**src/rtl/sdm_decim.sv**
```systemverilog
// Third-order CIC decimator: 1-bit sigma-delta stream in, signed BITS-wide samples out every 2^LOG2R
// cycles. Define SDM_DECIM_SETTLE_EN to hold off dout_valid until the filter has filled.
module sdm_decim #(
  parameter int BITS  = 16,
  parameter int LOG2R = 6
) (
  input  logic            clk,
  input  logic            reset,
  input  logic            din,
  output logic [BITS-1:0] dout,
  output logic            dout_valid
);

  localparam int W  = 3 * LOG2R + 2;
  localparam int SH = 3 * LOG2R - (BITS - 1);
  localparam logic signed [W-1:0] MaxVal = W'((1 << (BITS - 1)) - 1);
  localparam logic signed [W-1:0] MinVal = ~MaxVal;

  logic [LOG2R-1:0] ph_q;
  logic [W-1:0]     i1_q, i2_q, i3_q;
  logic [W-1:0]     s_z_q, c1_z_q, c2_z_q;
  logic [BITS-1:0]  dout_q;
  logic             valid_q;

  logic                x_unused;
  logic [W-1:0]        x, c1, c2, c3;
  logic signed [W-1:0] c3_sh;
  logic [BITS-1:0]     sat_val;
  logic                tick;
  logic                settled;

  assign x_unused = 1'b0;

  always_comb begin
    x       = din ? W'(1) : {W{1'b1}};
    tick    = (ph_q == {LOG2R{1'b1}});
    c1      = i3_q - s_z_q;
    c2      = c1 - c1_z_q;
    c3      = c2 - c2_z_q;
    c3_sh   = $signed(c3) >>> SH;
    // Only full-scale positive input can exceed the range; clamp symmetrically anyway.
    if (c3_sh > MaxVal) begin
      sat_val = MaxVal[BITS-1:0];
    end else if (c3_sh < MinVal) begin
      sat_val = MinVal[BITS-1:0];
    end else begin
      sat_val = c3_sh[BITS-1:0];
    end
  end

`ifdef SDM_DECIM_SETTLE_EN
  logic [1:0] fill_q;

  always_ff @(posedge clk or posedge reset) begin
    if (reset) begin
      fill_q <= 2'd0;
    end else if (tick && (fill_q != 2'd3)) begin
      fill_q <= fill_q + 2'd1;
    end
  end

  always_comb begin
    settled = (fill_q == 2'd3);
  end
`else
  always_comb begin
    settled = 1'b1;
  end
`endif

  // Integrators wrap freely; the comb differences recover the exact result.
  always_ff @(posedge clk or posedge reset) begin
    if (reset) begin
      ph_q   <= '0;
      i1_q   <= '0;
      i2_q   <= '0;
      i3_q   <= '0;
      s_z_q  <= '0;
      c1_z_q <= '0;
      c2_z_q <= '0;
    end else begin
      ph_q <= ph_q + LOG2R'(1);
      i1_q <= i1_q + x;
      i2_q <= i2_q + i1_q;
      i3_q <= i3_q + i2_q;
      if (tick) begin
        s_z_q  <= i3_q;
        c1_z_q <= c1;
        c2_z_q <= c2;
      end
    end
  end

  always_ff @(posedge clk or posedge reset) begin
    if (reset) begin
      dout_q  <= '0;
      valid_q <= 1'b0;
    end else begin
      valid_q <= tick && settled;
      if (tick && settled) begin
        dout_q <= sat_val;
      end
    end
  end

  assign dout       = dout_q;
  assign dout_valid = valid_q;

endmodule
```
**config.mk**
```make
export PLATFORM = sky130hd
export DESIGN_NAME = sdm_decim
export DESIGN_NICKNAME = d
export VERILOG_FILES = /design/src/rtl/sdm_decim.sv
export SDC_FILE = /design/constraint.sdc
export NUM_CORES = 1
export LEC_CHECK = 0
export BUFFER_PORTS_ARGS = -buffer_cell sky130_fd_sc_hd__buf_2
export CORE_MARGIN = 1.5
export CORE_UTILIZATION = 40
export CTS_CLUSTER_SIZE = 14
export DETAILED_ROUTE_END_ITERATION = 12
export GPL_TIMING_DRIVEN = 0
export PLACE_DENSITY = 0.52
export REMOVE_ABC_BUFFERS = 1
export SYNTH_ARGS = -nofsm -noshare
export SYNTH_HDL_FRONTEND = slang
export SYNTH_SLANG_ARGS = --single-unit
```
**constraint.sdc**
```tcl
create_clock -name clk -period 9.11 [get_ports clk]
set_input_delay 0.4555 -clock clk [delete_from_list [all_inputs] [get_ports clk]]
set_output_delay 0.4555 -clock clk [all_outputs]
set_load 0.02 [all_outputs]
```
[Yosys cells after proc, flatten, opt, wreduce, memory -nomap -nowiden]
Cells that the tools add are included.
W data, S select, Z words.
Word-level totals
  bits of input ports: 3
  logic and storage cells: 22
  flip-flop bits (word level): 143
Operators by class
  $lt $le $gt $ge: 2
  add/subtract/negate cells: 7
  equal/unequal tests: 1
  multiplexer cells: 3
Operator list (count)
  $add A20 B20 Y20: 3
  $sub A20 B20 Y20: 3
  $mux W16: 2
  $mux W20: 1
  $gt A17 B16 Y1 const B: 1
  $lt A17 B16 Y1 const B: 1
  $add A6 B1 Y6 const B: 1
  $eq A6 B6 Y1 const B: 1

[Logic depth before layout (Yosys ltp)]
Gate-level depths: netlist (run 1).
  depth after elaboration: 6
  mapped depth: 27
  mapped depth without buffers: 27

[Least setup slack after synthesis (run 1)]
No wires, ideal clock.
  path type: reg2reg
  start: register i3_q[0]
  end: register dout_q[12] (netlist: dout[12])
  path buffers: 0
  setup time: 0.146 ns
  cell stages (with the launch flop): 28
  required time: 8.964 ns
  clock period less this slack: 5.347 ns
  setup slack: 3.763 ns
  arrival: 5.200 ns
  path through: dfrtp_1 > inv_1 > ha_1 > inv_1 > fa_1 > a21o_1 > a21oi_1 > nor2b_1 > o21a_1 > o21ai_0 > xnor2_1 > ha_1 > and2_1 > a31oi_1 > o21ai_1 > nor2_1 > o21ai_0 > a21o_1 > a21oi_1 > xnor2_1 > ha_1 > a21oi_1 > o21ai_1 > o21ai_2 > o21ai_2 > or4_4 > a21oi_4 > a311oi_1
Between the ends
  cells in the longest elaborated chain, start to end: 6
  elaborated cells between the ends (all ways): 7
Ends and longest elaborated chain
  start, declared: RTL line 20  | logic [W-1:0] i1_q, i2_q, i3_q;
  start signal, assigned: RTL line 85  | i3_q <= i3_q + i2_q;
  $sub A20 B20 Y20 (*): RTL line 37  | c1 = i3_q - s_z_q;
  named net c1[8]: RTL line 26  | logic [W-1:0] x, c1, c2, c3;
  $sub A20 B20 Y20 (*): RTL line 38  | c2 = c1 - c1_z_q;
  named net c2[13]: RTL line 26
  $sub A20 B20 Y20 (*): RTL line 39  | c3 = c2 - c2_z_q;
  $lt A17 B16 Y1: RTL line 44  | end else if (c3_sh < MinVal) begin
  $mux W16: RTL line 44
  $mux W16 (*): RTL line 42  | if (c3_sh > MaxVal) begin
  end signal, assigned: RTL line 101  | dout_q <= sat_val;
  end, declared: RTL line 22  | logic [BITS-1:0] dout_q;
The timed path passes the listed nets; every way through them passes the cells marked *.
A chain may end at the register's enable or synchronous reset.

[Final worst setup path (run 1)]
Same ends and word-level chain as after synthesis.

==> impl_metrics.yaml, run 1 <==
run_status:
  status: "completed"
final_layout:
  utilization: 0.455
  finalNonFillerCells: 1395
  antenna_cells: 0
  drive_gt1_frac: 0.0725
  design_area_um2: 10700
  area_growth_pct: 11.8
  fin_nets: 1184
floorplanning:
  fp.dieW_um: 158
  core_um2: 23500
  initial_core_util: 0.407
  dieArea_um2: 24800
  die_h_um: 158
  rows: 56
  ios: 20
global_route:
  grt_antenna_before_repair: 0
  grt_pass1_wl_mm: 29.8
  grt_pass1_vias: 6588
  overflow: 0
  grt_max_degree: 82
  grt_use_total: 0.149
drt:
  wire_per_inst_um: 12.0
  drc: 0
  detail-route-antenna-nets: 0
  drt_iter0_markers: 262
  firstDrtPassIters: 6
  viasPerCell: 4.88
  wl_mm: 16.7
  vias: 6807
sta:
  setup-violations-final: 0
  hold_violations: 0
  worst_slew_pin_slew_ps: 1140
  finalClockSkew_ps: 10.2
  relSlewSlack: 0.238
  rsz0062_at_grt: "false"
  max_clock_freq_ghz: 0.161
  setup_tns_ps: 0
  fin_crit_ps: 6210
  fin_crit_sh: 0.682
  slew_violations: 0
logic_synthesis:
  postSynthAreaPerCell_um2: 9.20
  ys.warnings.count: 0
  postSynth.asyncResetShare: 1.00
  yosysTopAreaCellShare: 0.375
  synth_largest_area_cell: "dfrtp_1"
  synth_cells: 1038
  syn_area_um2: 9550
  ys_top_cells_by_area: "dfrtp_1 (37%), ha_1 (15%), xnor2_1 (6.1%)"
  synth_edf_count: 0
  ys_seq_area_frac: 0.375
  synth_cell_types: 63
  synth_seq_cells: 143
  synth-main-ff-cell: "dfrtp_1"
clock_tree:
  cts_tree: "built"
  cts.sinks: 143
  clock_latency_ps: 420
  cts_buffers: 17
  cts_hold_buffers: 0
  htreeDepth: 4
  cts_resized: 0
  cts_buffer_depth: 2
  cts-root-buf: "clkbuf_16"
  post-cts-setup-buffers: 0
  clkTransAtPathRegs_ps: 60
worst_setup_path:
  cp_max_fo: 8
  start_kind: "register"
  arrival_ps: 6530
  crit_type: "register to register"
  reg2reg_depth: 27
  end_kind: "register"
  required_ps: 9430
placed_design:
  dp.final_hpwl_mm: 12.5
  port_buffers: 19
  placed_cell_area_um2: 10100
  dp_cells: 1363
  gp_congestion: 0.790
job:
  maxCapViolCount: 0
hold_path:
  holdCritPathClass: "primary input to asynchronous set/reset pin"
## critical path, stage by stage, from the launching register on
cell and delay, ps:
dfrtp_1 400, inv_1 80, ha_1 170, inv_1 60, fa_1 390, a21o_1 190, a21oi_1 210, nor2b_1 80
o21a_1 200, o21ai_0 310, xnor2_1 190, ha_1 310, and2_1 180, a31oi_1 130, o21ai_1 110, nor2_1 180
o21ai_0 180, a21o_1 220, a21oi_1 170, xnor2_1 170, ha_1 300, a21oi_1 140, o21ai_1 150, o21ai_2 310
o21ai_2 150, xnor2_1 580, nand2_2 240, a311oi_1 300
## cell usage in the layout, fill, tap and decap left out, types with 4 or more instances in the layout
cell	Yosys	routed
dfrtp_1	143	143
ha_1	113	113
nand2_1	98	98
o21ai_0	98	98
inv_1	99	97
nor2_1	71	71
a21oi_1	69	69
xnor2_1	67	67
xor2_1	30	30
nand3_1	21	21
nor3_1	20	20
a21o_1	19	19
buf_2	0	19
clkbuf_16	0	17
o21a_1	16	16
nor2b_1	14	14
o21bai_1	12	12
and3_1	11	11
a311oi_1	8	8
a211oi_1	8	8
or3_1	7	7
o31ai_1	7	7
a21boi_0	6	6
nand2b_1	6	6
and2_1	5	5
or2_2	5	5
mux2_2	5	5
fa_1	5	5
o211ai_1	4	4
bufinv_16	0	4
clkinvlp_4	0	4
## cell type report
type                    instances  area [µm²]
flip-flops and latches        143        3580
multi-input cells             781        5550
well taps                     319         399
repair buffers                 21         150
fillers                      2292       12800
inverters                      99         379
clock inverters                12         185
clock buffers                  20         437
## metal layers
metal	track usage	vias up	share of wire
li1	-	3679	-
met1	0.184	3062	0.50
met2	0.258	56	0.46
met3	0.0325	10	0.022
met4	0.0454	0	0.013
met5	0	-	0
## cells in the mapped netlist (all sizes together) (2+ instances only)
| cell type | instances |
|---|---|
| nand4 | 2 |
| o21a | 16 |
| o41ai | 3 |
| inv | 99 |
| a2bb2oi | 2 |
| o211ai | 5 |
| ha | 113 |
| xnor2 | 68 |
| clkbuf | 15 |
| o2111ai | 2 |
| nor2 | 71 |
| a211oi | 9 |
| o31ai | 7 |
| dfrtp | 143 |
| a31o | 3 |
| a221oi | 3 |
| a21boi | 6 |
| o31a | 3 |
| nor3 | 20 |
| o21bai | 12 |
| fa | 5 |
| or2 | 5 |
| o41a | 3 |
| nand3 | 22 |
| nor2b | 14 |
| a21o | 19 |
| a311oi | 8 |
| a31oi | 3 |
| xor2 | 30 |
| a21oi | 71 |
| mux2 | 5 |
| or3 | 7 |
| nand2b | 6 |
| nand3b | 2 |
| or4 | 3 |
| nand2 | 99 |
| o21ai | 104 |
| and3 | 11 |
| and2 | 5 |
## through the flow
step	hold WS [ps]	setup WS, ps
detailed placement	460	2900
finish	159	2900
floorplan	435	3670
global placement	453	2880
CTS	185	2860
global route	221	2330
## registers in the layout, indices dropped and copies added (netlist names)
register and count:
c1_z_q 20, c2_z_q 20, dout 16, dout_valid 1, i1_q 20, i2_q 20
i3_q 20, ph_q 6, s_z_q 20
## cell families (layout without fill, tap and decap cells)
kind of cell	Yosys count	count (layout)	synth area share
adders and majority gates	118	118	0.159
muxes	6	6	0.00694
AOI/OAI and AO/OA	288	288	0.190
xor gates and xnor gates	100	100	0.0969
buffers and inverters	114	152	0.0448
and+or+nand+nor	269	269	0.128
DFF	143	143	0.375
## final timing paths
| check | end | start | slack, ps |
|---|---|---|---|
| worst max-delay path | dout[12] | i3_q[0] | 2900 |
| worst min-delay path | i2_q[0] | reset | 160 |
| worst max register to register | dout[12] | i3_q[0] | 2900 |
| worst min register to register | dout[2] | dout[2] | 470 |
| max in group asynchronous | dout[2] | reset | 8190 |
| min in group clk | i1_q[19] | din | 360 |
Power of run 1 is left out: the tool's default activity adds up to more than one toggle a clock period on the data nets, which glitch-free logic cannot reach.
==> run 2, diff against run 1 <==
--- a/config.mk
+++ b/config.mk
@@ -11,7 +11,7 @@
 export CTS_CLUSTER_SIZE = 14
 export DETAILED_ROUTE_END_ITERATION = 12
 export GPL_TIMING_DRIVEN = 0
-export PLACE_DENSITY = 0.52
+export PLACE_DENSITY = 0.54
 export REMOVE_ABC_BUFFERS = 1
 export SYNTH_ARGS = -nofsm -noshare
 export SYNTH_HDL_FRONTEND = slang
==> constraint.sdc (replaced) <==
create_clock -name clk -period 5.2 [get_ports clk]
set_input_delay 0.26 -clock clk [delete_from_list [all_inputs] [get_ports clk]]
set_output_delay 0.26 -clock clk [all_outputs]
set_load 0.02 [all_outputs]
==> impl_metrics.yaml, run 2 (synthesized netlist as in run 1, its figures left out) <==
final_layout:
  finalNonFillerCells: 1439
  antenna_cells: 0
  fin_nets: 1228
  drive_gt1_frac: 0.187
  layout_commonest_cell: "dfrtp_1"
  area_growth_pct: 21.0
  final_cell_mix: "dfrtp_1 (142), ha_1 (100), nand2_1 (95), inv_1 (95), o21ai_0 (83)"
global_route:
  grt_max_degree: 99
  grt_use_total: 0.151
  grt_pass1_wl_mm: 30.2
  grt_antenna_before_repair: 0
  overflow: 0
  grt_pass1_vias: 6636
placed_design:
  port_buffers: 19
  dp.final_hpwl_mm: 12.5
  dp_cells: 1363
  gp_congestion: 0.779
floorplanning:
  fp.dieW_um: 158
  dieArea_um2: 24800
  core_um2: 23500
  die_h_um: 158
  rows: 56
  ios: 20
  initial_core_util: 0.407
job:
  maxCapViolCount: 0
sta:
  worst_slew_pin_slew_ps: 1210
  slew_violations: 0
  hold_violations: 0
  relSlewSlack: 0.192
  rsz0062_at_grt: "true"
  fin_crit_sh: 1.03
  finalClockSkew_ps: 8.66
  fin_crit_ps: 5360
  worst_slack_ps: -157
  setup-violations-final: 13
  max_clock_freq_ghz: 0.187
hold_path:
  holdCritPathClass: "primary input to register"
  min_from: "din"
  hold-path-cell-count: 3
  min_to: "i1_q[19]"
run_status:
  status: "finished with violations"
  violations: "setup timing"
worst_setup_path:
  reg2reg_depth: 27
  cp_max_fo: 7
  start_kind: "register"
  arrival_ps: 5620
  required_ps: 5460
  r2r-end: "dout[4]"
  regToRegSetupSlack_ps: -160
  end_kind: "register"
  rr_startpoint: "i3_q[0]"
  crit_type: "register to register"
clock_tree:
  cts_buffer_depth: 2
  cts.sinks: 143
  cts_tree: "built"
  clock_latency_ps: 420
  cts-root-buf: "clkbuf_16"
  clkTransAtPathRegs_ps: 60
  cts_buffers: 17
  htreeDepth: 4
drt:
  drt_iter0_markers: 270
  drc: 0
  viasPerCell: 4.94
  wire_per_inst_um: 12.3
  wl_mm: 17.7
  vias: 7103
  firstDrtPassIters: 5
  detail-route-antenna-nets: 0
-- run 2: how the worst max path moves through the flow --
| stage | end | slack, ps | depth (start not counted) | start |
|---|---|---|---|---|
| finish | dout[4] | -160 | 27 | i3_q[0] |
| CTS | dout[12] | -140 | 27 | i3_q[0] |
| detailed placement | dout[14] | -1020 | 27 | i3_q[0] |
| global placement | dout[5] | -1030 | 27 | i3_q[0] |
| floorplan | dout[12] | -240 | 27 | i3_q[0] |
| global route | dout[5] | -410 | 27 | i3_q[0] |
-- run 2: routing by layer --
metal,part of all wire,vias up,global-route usage
li1,-,3768,-
met1,0.48,3269,0.191
met2,0.49,52,0.258
met3,0.019,14,0.0278
met4,0.013,0,0.0503
met5,0,-,0
-- run 2: area by class of cell --
cell class | count | area [µm²]
Timing Repair Buffer | 65 | 490
Tap cell | 319 | 399
Sequential cell | 143 | 3580
Clock inverter | 12 | 136
Inverter | 99 | 379
Fill cell | 2184 | 11900
Multi-Input combinational cell | 781 | 6110
Clock buffer | 20 | 457
-- run 2: worst max-delay path: stages (launching register included) --
cell	delay (ps)
dfrtp_1	380
inv_2	80
ha_4	140
inv_2	40
fa_2	360
a21o_1	180
a21oi_2	170
nor2b_1	70
o21a_1	200
nor2_1	130
xnor2_1	120
ha_2	400
a21boi_4	200
o41ai_4	100
o21ai_2	190
nor2_2	70
buf_6	130
xnor2_4	190
ha_4	250
a21oi_4	150
nor2b_2	70
a211oi_4	200
o21ai_2	110
o21ai_4	210
o21ai_4	90
or4_4	540
a21oi_4	320
a311oi_1	90
-- run 2: metrics by stage --
stage          area [µm²]  utilization  hold slack (ps)  worst slack [ps]  setup TNS [ps]
2_1_floorplan        9500            -              435              -245           -2330
3_3_place_gp         9990        0.426              450             -1030         -116400
3_5_place_dp        10100        0.428              324             -1020          -13150
4_1_cts             10900        0.466              141              -135            -930
5_1_grt             11600        0.492              155              -407           -5280
6_report            11600        0.492              156              -157           -1280
-- run 2: what timing repair did --
action,in CTS,in global routing
cloned,0,0
hold buffers,1,0
gates resized for setup,40,86
setup endpoints to repair,16,16
buffers inserted,18,25
endpoints found under the hold margin,45,0
pin swaps,27,82
Power of run 2 is left out for the same reason.
